$ cat config.mk
export PLATFORM = sky130hd
export DESIGN_NAME = i2c_temp_reader
export DESIGN_NICKNAME = d
export VERILOG_FILES = /design/src/rtl/i2c_temp_reader.sv
export SDC_FILE = /design/constraint.sdc
export NUM_CORES = 1
export LEC_CHECK = 0
export CORE_MARGIN = 4
export CORE_UTILIZATION = 24
export CTS_CLUSTER_DIAMETER = 100
export CTS_CLUSTER_SIZE = 14
export DETAILED_ROUTE_END_ITERATION = 16
export PLACE_DENSITY = 0.49
export SLEW_MARGIN = 20
export SYNTH_ARGS = -nofsm -noshare
export SYNTH_HDL_FRONTEND = slang
export SYNTH_SLANG_ARGS = --single-unit
$ cat constraint.sdc
create_clock -name clk -period 2.8 [get_ports clk]
set_input_delay 0.7 -clock clk [delete_from_list [all_inputs] [get_ports clk]]
set_output_delay 0.7 -clock clk [all_outputs]
set_load 0.005 [all_outputs]
$ cat src/rtl/i2c_temp_reader.sv
// I2C master that reads the ADT7420 temperature register (pointer 0x00) and reduces the
// 16-bit result to an integer-degree byte for the host.
module i2c_temp_reader #(
  parameter int unsigned CLK_HZ   = 200_000_000,
  parameter int unsigned SCL_HZ   = 100_000,
  parameter logic [6:0]  DEV_ADDR = 7'h4B
) (
  input  logic        clk,
  input  logic        rst_n,
  input  logic        start,
  output logic        scl_oe,
  output logic        sda_oe,
  input  logic        sda_i,
  output logic        busy,
  output logic        valid,
  output logic        ack_err,
  output logic [15:0] temp_raw,
  output logic [7:0]  temp
);

  localparam int unsigned QTR = CLK_HZ / (4 * SCL_HZ);
  localparam int unsigned QW  = (QTR > 1) ? $clog2(QTR) : 1;

  typedef enum logic [3:0] {
    StIdle,
    StStart,
    StWaddr,
    StAck1,
    StPtr,
    StAck2,
    StRstart,
    StRaddr,
    StAck3,
    StRdMsb,
    StMack,
    StRdLsb,
    StMnack,
    StStop
  } state_e;

  state_e        state_q, state_d;
  logic [QW-1:0] qcnt_q, qcnt_d;
  logic [1:0]    phase_q, phase_d;
  logic [2:0]    bit_q, bit_d;
  logic [7:0]    rx_q, rx_d;
  logic [7:0]    msb_q, msb_d;
  logic          ack_err_q, ack_err_d;
  logic [15:0]   temp_raw_q, temp_raw_d;
  logic [7:0]    temp_q, temp_d;
  logic          valid_q, valid_d;
  logic          scl_oe_q, scl_d;
  logic          sda_oe_q, sda_d;

  logic          tick;
  logic          byte_state;
  logic          scl_low_phase;
  logic [7:0]    tx_byte;

  assign tick          = (qcnt_q == QW'(QTR - 1));
  assign byte_state    = state_q inside {StWaddr, StPtr, StRaddr, StRdMsb, StRdLsb};
  // Ordinary bits hold SCL low in q3 and q0, released in q1 and q2.
  assign scl_low_phase = (phase_q == 2'd0) || (phase_q == 2'd3);

  always_comb begin
    state_d    = state_q;
    qcnt_d     = qcnt_q;
    phase_d    = phase_q;
    bit_d      = bit_q;
    rx_d       = rx_q;
    msb_d      = msb_q;
    ack_err_d  = ack_err_q;
    temp_raw_d = temp_raw_q;
    temp_d     = temp_q;
    valid_d    = 1'b0;

    if (state_q == StIdle) begin
      qcnt_d  = '0;
      phase_d = 2'd0;
      bit_d   = 3'd7;
      if (start) begin
        state_d   = StStart;
        ack_err_d = 1'b0;
      end
    end else if (!tick) begin
      qcnt_d = qcnt_q + QW'(1);
    end else begin
      qcnt_d  = '0;
      phase_d = phase_q + 2'd1;

      if (phase_q == 2'd2) begin
        if (state_q inside {StRdMsb, StRdLsb}) begin
          rx_d = {rx_q[6:0], sda_i};
        end
        if ((state_q inside {StAck1, StAck2, StAck3}) && sda_i) begin
          ack_err_d = 1'b1;
        end
      end

      if (phase_q == 2'd3) begin
        // Wraps 0 -> 7 so the next byte state starts at its MSB.
        if (byte_state) begin
          bit_d = bit_q - 3'd1;
        end
        case (state_q)
          StStart:  state_d = StWaddr;
          StWaddr:  if (bit_q == 3'd0) state_d = StAck1;
          StAck1:   state_d = ack_err_q ? StStop : StPtr;
          StPtr:    if (bit_q == 3'd0) state_d = StAck2;
          StAck2:   state_d = ack_err_q ? StStop : StRstart;
          StRstart: state_d = StRaddr;
          StRaddr:  if (bit_q == 3'd0) state_d = StAck3;
          StAck3:   state_d = ack_err_q ? StStop : StRdMsb;
          StRdMsb: begin
            if (bit_q == 3'd0) begin
              state_d = StMack;
              msb_d   = rx_q;
            end
          end
          StMack:   state_d = StRdLsb;
          StRdLsb:  if (bit_q == 3'd0) state_d = StMnack;
          StMnack:  state_d = StStop;
          StStop: begin
            state_d = StIdle;
            if (!ack_err_q) begin
              temp_raw_d = {msb_q, rx_q};
              temp_d     = msb_q[7] ? 8'h00 : {msb_q[6:0], rx_q[7]};
              valid_d    = 1'b1;
            end
          end
          default:  state_d = StIdle;
        endcase
      end
    end
  end

  always_comb begin
    scl_d = 1'b0;
    sda_d = 1'b0;
    case (state_q)
      StWaddr: tx_byte = {DEV_ADDR, 1'b0};
      StRaddr: tx_byte = {DEV_ADDR, 1'b1};
      default: tx_byte = 8'h00;
    endcase
    case (state_q)
      StIdle: begin
        scl_d = 1'b0;
        sda_d = 1'b0;
      end
      // SCL is already high from idle: SDA falls at q1, SCL follows at q3.
      StStart: begin
        scl_d = (phase_q == 2'd3);
        sda_d = (phase_q != 2'd0);
      end
      // SCL low with SDA released, then high; SDA falls at q2 while SCL is high.
      StRstart: begin
        scl_d = scl_low_phase;
        sda_d = phase_q[1];
      end
      // SDA held low while SCL rises at q1, released at q2 with SCL high.
      StStop: begin
        scl_d = (phase_q == 2'd0);
        sda_d = !phase_q[1];
      end
      StWaddr, StPtr, StRaddr: begin
        scl_d = scl_low_phase;
        sda_d = !tx_byte[bit_q];
      end
      StMack: begin
        scl_d = scl_low_phase;
        sda_d = 1'b1;
      end
      default: begin
        scl_d = scl_low_phase;
        sda_d = 1'b0;
      end
    endcase
  end

  always_ff @(posedge clk or negedge rst_n) begin
    if (!rst_n) begin
      state_q    <= StIdle;
      qcnt_q     <= '0;
      phase_q    <= 2'd0;
      bit_q      <= 3'd7;
      rx_q       <= 8'h00;
      msb_q      <= 8'h00;
      ack_err_q  <= 1'b0;
      temp_raw_q <= 16'h0000;
      temp_q     <= 8'h00;
      valid_q    <= 1'b0;
      scl_oe_q   <= 1'b0;
      sda_oe_q   <= 1'b0;
    end else begin
      state_q    <= state_d;
      qcnt_q     <= qcnt_d;
      phase_q    <= phase_d;
      bit_q      <= bit_d;
      rx_q       <= rx_d;
      msb_q      <= msb_d;
      ack_err_q  <= ack_err_d;
      temp_raw_q <= temp_raw_d;
      temp_q     <= temp_d;
      valid_q    <= valid_d;
      // Registered pad drives keep SCL/SDA glitch-free; the one-cycle lag applies equally.
      scl_oe_q   <= scl_d;
      sda_oe_q   <= sda_d;
    end
  end

  assign scl_oe   = scl_oe_q;
  assign sda_oe   = sda_oe_q;
  assign busy     = (state_q != StIdle);
  assign valid    = valid_q;
  assign ack_err  = ack_err_q;
  assign temp_raw = temp_raw_q;
  assign temp     = temp_q;

endmodule

# Word level (Yosys, flattened, before mapping)
# Index checks and enable logic that the tools add are counted.
word_totals:
  regBits: 62
  latch_bits: 0
  ram_bits: 0
  rom_bits: 0
  output_inout_bits: 29
  wordCells: 101
  mem_count: 0
classes:
  add_sub_neg: 3
  multipliers: 0
  n_div: 0
  magnitude_cmp: 1
  n_eq_ne: 22
  shifts: 0
  mux: 37
  n_bitwise: 2
  n_reduce_logical: 24
op_table:
  columns: ["cell", "count"]
  rows:
  - ["4-bit one-hot mux with 12 select lines", 1]
  - ["4-bit two-way mux", 11]
  - ["4-bit equality test, second input constant", 6]
  - ["9-bit two-way mux", 2]
  - ["4-bit by 3-bit equality test with 1-bit output, second input constant", 4]
  - ["8-bit one-hot mux with 2 select lines", 1]
  - ["3-bit two-way mux", 5]
  - ["2-bit nonzero test", 7]
  - ["1-bit two-way mux", 11]
  - ["5-bit AND reduction", 2]
  - ["9-bit by 1-bit adder with 9-bit output, second input constant", 1]
  - ["9-bit equality test, second input constant", 1]
  - ["3-bit by 1-bit inequality test with 1-bit output, second input constant", 3]
  - ["4-bit by 2-bit equality test with 1-bit output, second input constant", 2]
  - ["8-bit two-way mux", 1]
  - ["4-bit AND reduction", 2]
  - ["8-bit AND reduction", 1]
  - ["3-bit by 2-bit inequality test with 1-bit output, second input constant", 2]
  - ["1-bit one-hot mux with 5 select lines", 1]
  - ["5-bit nonzero test", 1]
  - ["2-bit equality test, second input constant", 2]
  - ["4-bit by 1-bit equality test with 1-bit output, second input constant", 1]
  - ["4-bit logical NOT", 1]
  - ["3-bit by 4-bit less-than comparator with 1-bit output, second input constant", 1]
  - ["other kinds (16)", 19]

# Depth between registers and ports, before layout
depth:
  word_depth: 7
  mapped_depth: 8
  ltp_nobuf: 7

# Least setup slack after synthesis
# No wires, ideal clock.
synth_timing:
  path_type: "reg-to-reg"
  startpoint: "register qcnt_q[0]"
  endpoint: "register temp_raw_q[10], in the netlist temp_raw[10]"
  arrival_ns: 1.866
  required_time_ns: 2.675
  path_slack_ns: 0.810
  path_stages_with_launch: 8
  synth_period_minus_slack_ns: 1.990
  cell_sequence: "dfrtp_1 -> ha_1 -> and4_1 -> buf_2 -> nand3_4 -> nor4_4 -> buf_2 -> mux2_2"
synth_between:
  elab_chain_len: 2
synth_rtl:
  columns: ["element", "line_no", "source"]
  rows:
  - ["from (decl)", "42", "logic [QW-1:0] qcnt_q, qcnt_d;"]
  - ["from (signal assigned)", "195", "qcnt_q <= qcnt_d;"]
  - ["9-bit equality test", "59", "assign tick = (qcnt_q == QW'(QTR - 1));"]
  - ["5-bit AND reduction (no source line)", null, null]
  - ["to (signal assigned)", "201", "temp_raw_q <= temp_raw_d;"]
  - ["to (decl)", "48", "logic [15:0] temp_raw_q, temp_raw_d;"]
# No other way between the ends.
# A chain may end at the register's enable or synchronous reset.

# Worst setup path in the final report
layout_timing:
  startpoint: "register state_q[0]"
  endpoint: "output port busy"
layout_between:
  elab_chain_len: 1
layout_rtl:
  columns: ["element", "line_no", "source"]
  rows:
  - ["from (decl)", "41", "state_e state_q, state_d;"]
  - ["from (signal assigned)", "181", "state_q <= StIdle;"]
  - ["from (signal assigned)", "194", "state_q <= state_d;"]
  - ["4-bit nonzero test", "212", "assign busy = (state_q != StIdle);"]
  - ["to (decl)", "14", "output logic busy,"]
# No other way between the ends.

==> metrics.txt <==
first-pass iteration count of the detailed router=4; core area=0.0120 mm^2; Critical R2R Launch=state_q[0]; r2r setup slk=0.52 ns; CTS root buffer=clkbuf_16; Setup CP Type=register to output port; Worst slew margin=58.2%; maxcap violations=0; commonest cells after routing, fill and taps aside=dfrtp_1, mux2_2, clkdlybuf4s50_1, o21ai_0, inv_1; Max clock buf depth=2; Die Wd=119 um; Rows=40; Slowest-stage cell, CP=dfrtp_1; first-pass GRT wire length=10.5 mm; CTS tree=built; Hold Crit Class=input pin to asynchronous set/reset pin; P per Cell Area=576 mW/mm^2; Primary FF master, synth=dfrtp_1; Cells after DPL=430; DRC viols=0; Initial Utilization=24.6%; final hold viol count=0; Post-DP HPWL=4.42 mm; Mapped Cells=254; vias in the first global route=2051; TritonCTS Buffers=9; worst path cell trace=nor4_4 -> inv_2 -> clkdlybuf4s50_1; sequential area share after synthesis=52.7%; wire per inst=13.9 um; Slowest Stage Delay on Critical Path=0.74 ns; ys async rst share=100%; Yosys top cell area share=50.0%; CTS Hold Buffers Added=0; post-route antenna net violation count=0; top cells by area, synth=dfrtp_1, mux2_2, o21ai_0; post-synth cell types=47; worst-case vdd ir drop=0.000231 V; fin util=31.5%; postcts setup bufs=0; Max Clock Skew=0.00596 ns; ant diodes=0; Fmax=0.393 GHz; LEAKAGE=1.65 nW; Syn. warnings=0; H-tree depth=3; Port Buf Inserts=32; die height=119 um; Final #Nets=304; IO Pins=33; crit path launch type=register; worst skew pair latency=0.33 ns; RSZ-0062 raised after global routing=no; Post-synth EDFFs=0; Syn Area/Cell=11.6 um^2; Post-Syn Nets=264; fin. max-slew vios=0; post-cts resize count=0; share of cells above drive strength 1=23.7%; P&R area growth vs syn=28.3%; largest area contributor in the netlist=dfrtp_1; Least-Margin Pin Slew=0.628 ns; TNS Setup=0 ns; critical path arrival=1.85 ns; DRT Wirelength=6.20 mm; largest net degree at the start of global routing=34; vias per inst=4.45; commonest non-fill, non-tap cell in the layout=dfrtp_1; gp weighted congestion=0.750; kind of end point of the critical path=output port; Synth Cell Area=0.00295 mm^2; Clk pin slew, worst setup/hold paths=0.05 ns; GRT Residual Overflow=0; GRT Resource Usage Total=9.39%; via count=1985; post-route insts no fill=446; flops & latches, synth=62; die area=0.0141 mm^2; reg-to-reg endpoint=temp_raw[6]; worst-path maximum fanout=19; Initial DRC Count=71; worst path required time=2.10 ns; fin crit share=91.0%; outcome=completed; clock sinks=62; Setup violations, final=0; Final Critical Period=2.55 ns; R2R depth=5; initial antenna violation count=0
## metrics by stage
step                      worst slack, ns  instance area (um^2)  hold slack, ns  power [mW]
after floorplan                     0.810                  2950           0.404       0.913
after global placement              0.565                  3450           0.488       0.938
after detailed placement            0.528                  3450           0.498       0.938
after CTS                           0.231                  3790           0.310        2.21
after global routing                0.147                  3790           0.338        2.24
final                               0.253                  3790           0.305        2.18
## area by class of cell
| type | count | area [um^2] |
|---|---|---|
| inverter | 18 | 67.6 |
| sequential | 62 | 1560 |
| timing repair buffer | 39 | 368 |
| clock buffer | 10 | 229 |
| clock inverter | 6 | 109 |
| fill | 1210 | 8220 |
| multi-input combinational | 164 | 1270 |
| tap | 147 | 184 |
## cells by family (layout without fill, tap and decap cells)
| family | count (synthesis) | after routing | synth area share (%) |
|---|---|---|---|
| buffers and inverters | 28 | 73 | 4.11 |
| AOI/OAI and AO/OA | 48 | 48 | 10.3 |
| xor gates and xnor gates | 13 | 13 | 3.86 |
| adders and majority gates | 6 | 6 | 2.54 |
| muxes | 33 | 33 | 12.5 |
| and+or+nand+nor | 64 | 64 | 13.9 |
| DFF | 62 | 62 | 52.7 |
## report_power, final
part | internal (mW) | total, mW | switching (mW)
Combinational | 0.00483 | 0.0236 | 0.0188
Clock | 0.868 | 1.26 | 0.391
Sequential | 0.897 | 0.897 | 0
## layer usage
layer	track usage [%]	wire length, um	part of all wire, %
met4	5.00	152	2.5
met5	0	0	0
met2	14.4	2880	46
met1	12.2	3010	49
met3	2.42	162	2.6
## registers in the layout, summed over array words and instances, names as in the netlist
name	flops
sda_oe	1
ack_err	1
valid	1
bit_q	3
temp	8
msb_q	8
state_q	4
phase_q	2
rx_q	8
qcnt_q	9
temp_raw	16
scl_oe	1
## how the worst max path moves through the flow
stage	endpoint	start	slack, ns
detailed placement	temp_raw[2]	state_q[0]	0.53
finish	busy	state_q[0]	0.25
global route	busy	state_q[0]	0.15
CTS	busy	state_q[0]	0.23
floorplan	temp_raw[10]	qcnt_q[0]	0.81
global placement	temp_raw[4]	state_q[0]	0.56
## synth_stat cells (3+ instances only)
master and count:
inv_1 17, buf_2 4, ha_1 6, a21oi_1 10, nand3b_1 9, dfstp_2 3, o21ai_0 18, buf_4 3
nor4_4 3, xor2_1 9, nor2_1 14, nand2b_1 3, xnor2_1 4, nand3_1 8, nand2_1 12, dfrtp_1 59
mux2_2 32, clkbuf_1 3
## critical path, delay by kind of cell (launching register included)
kind,cells,cell delay (ns)
buffers and inverters,2,0.70
DFF,1,0.74
and+or+nand+nor,1,0.07
(Power assumes the default switching activity.)
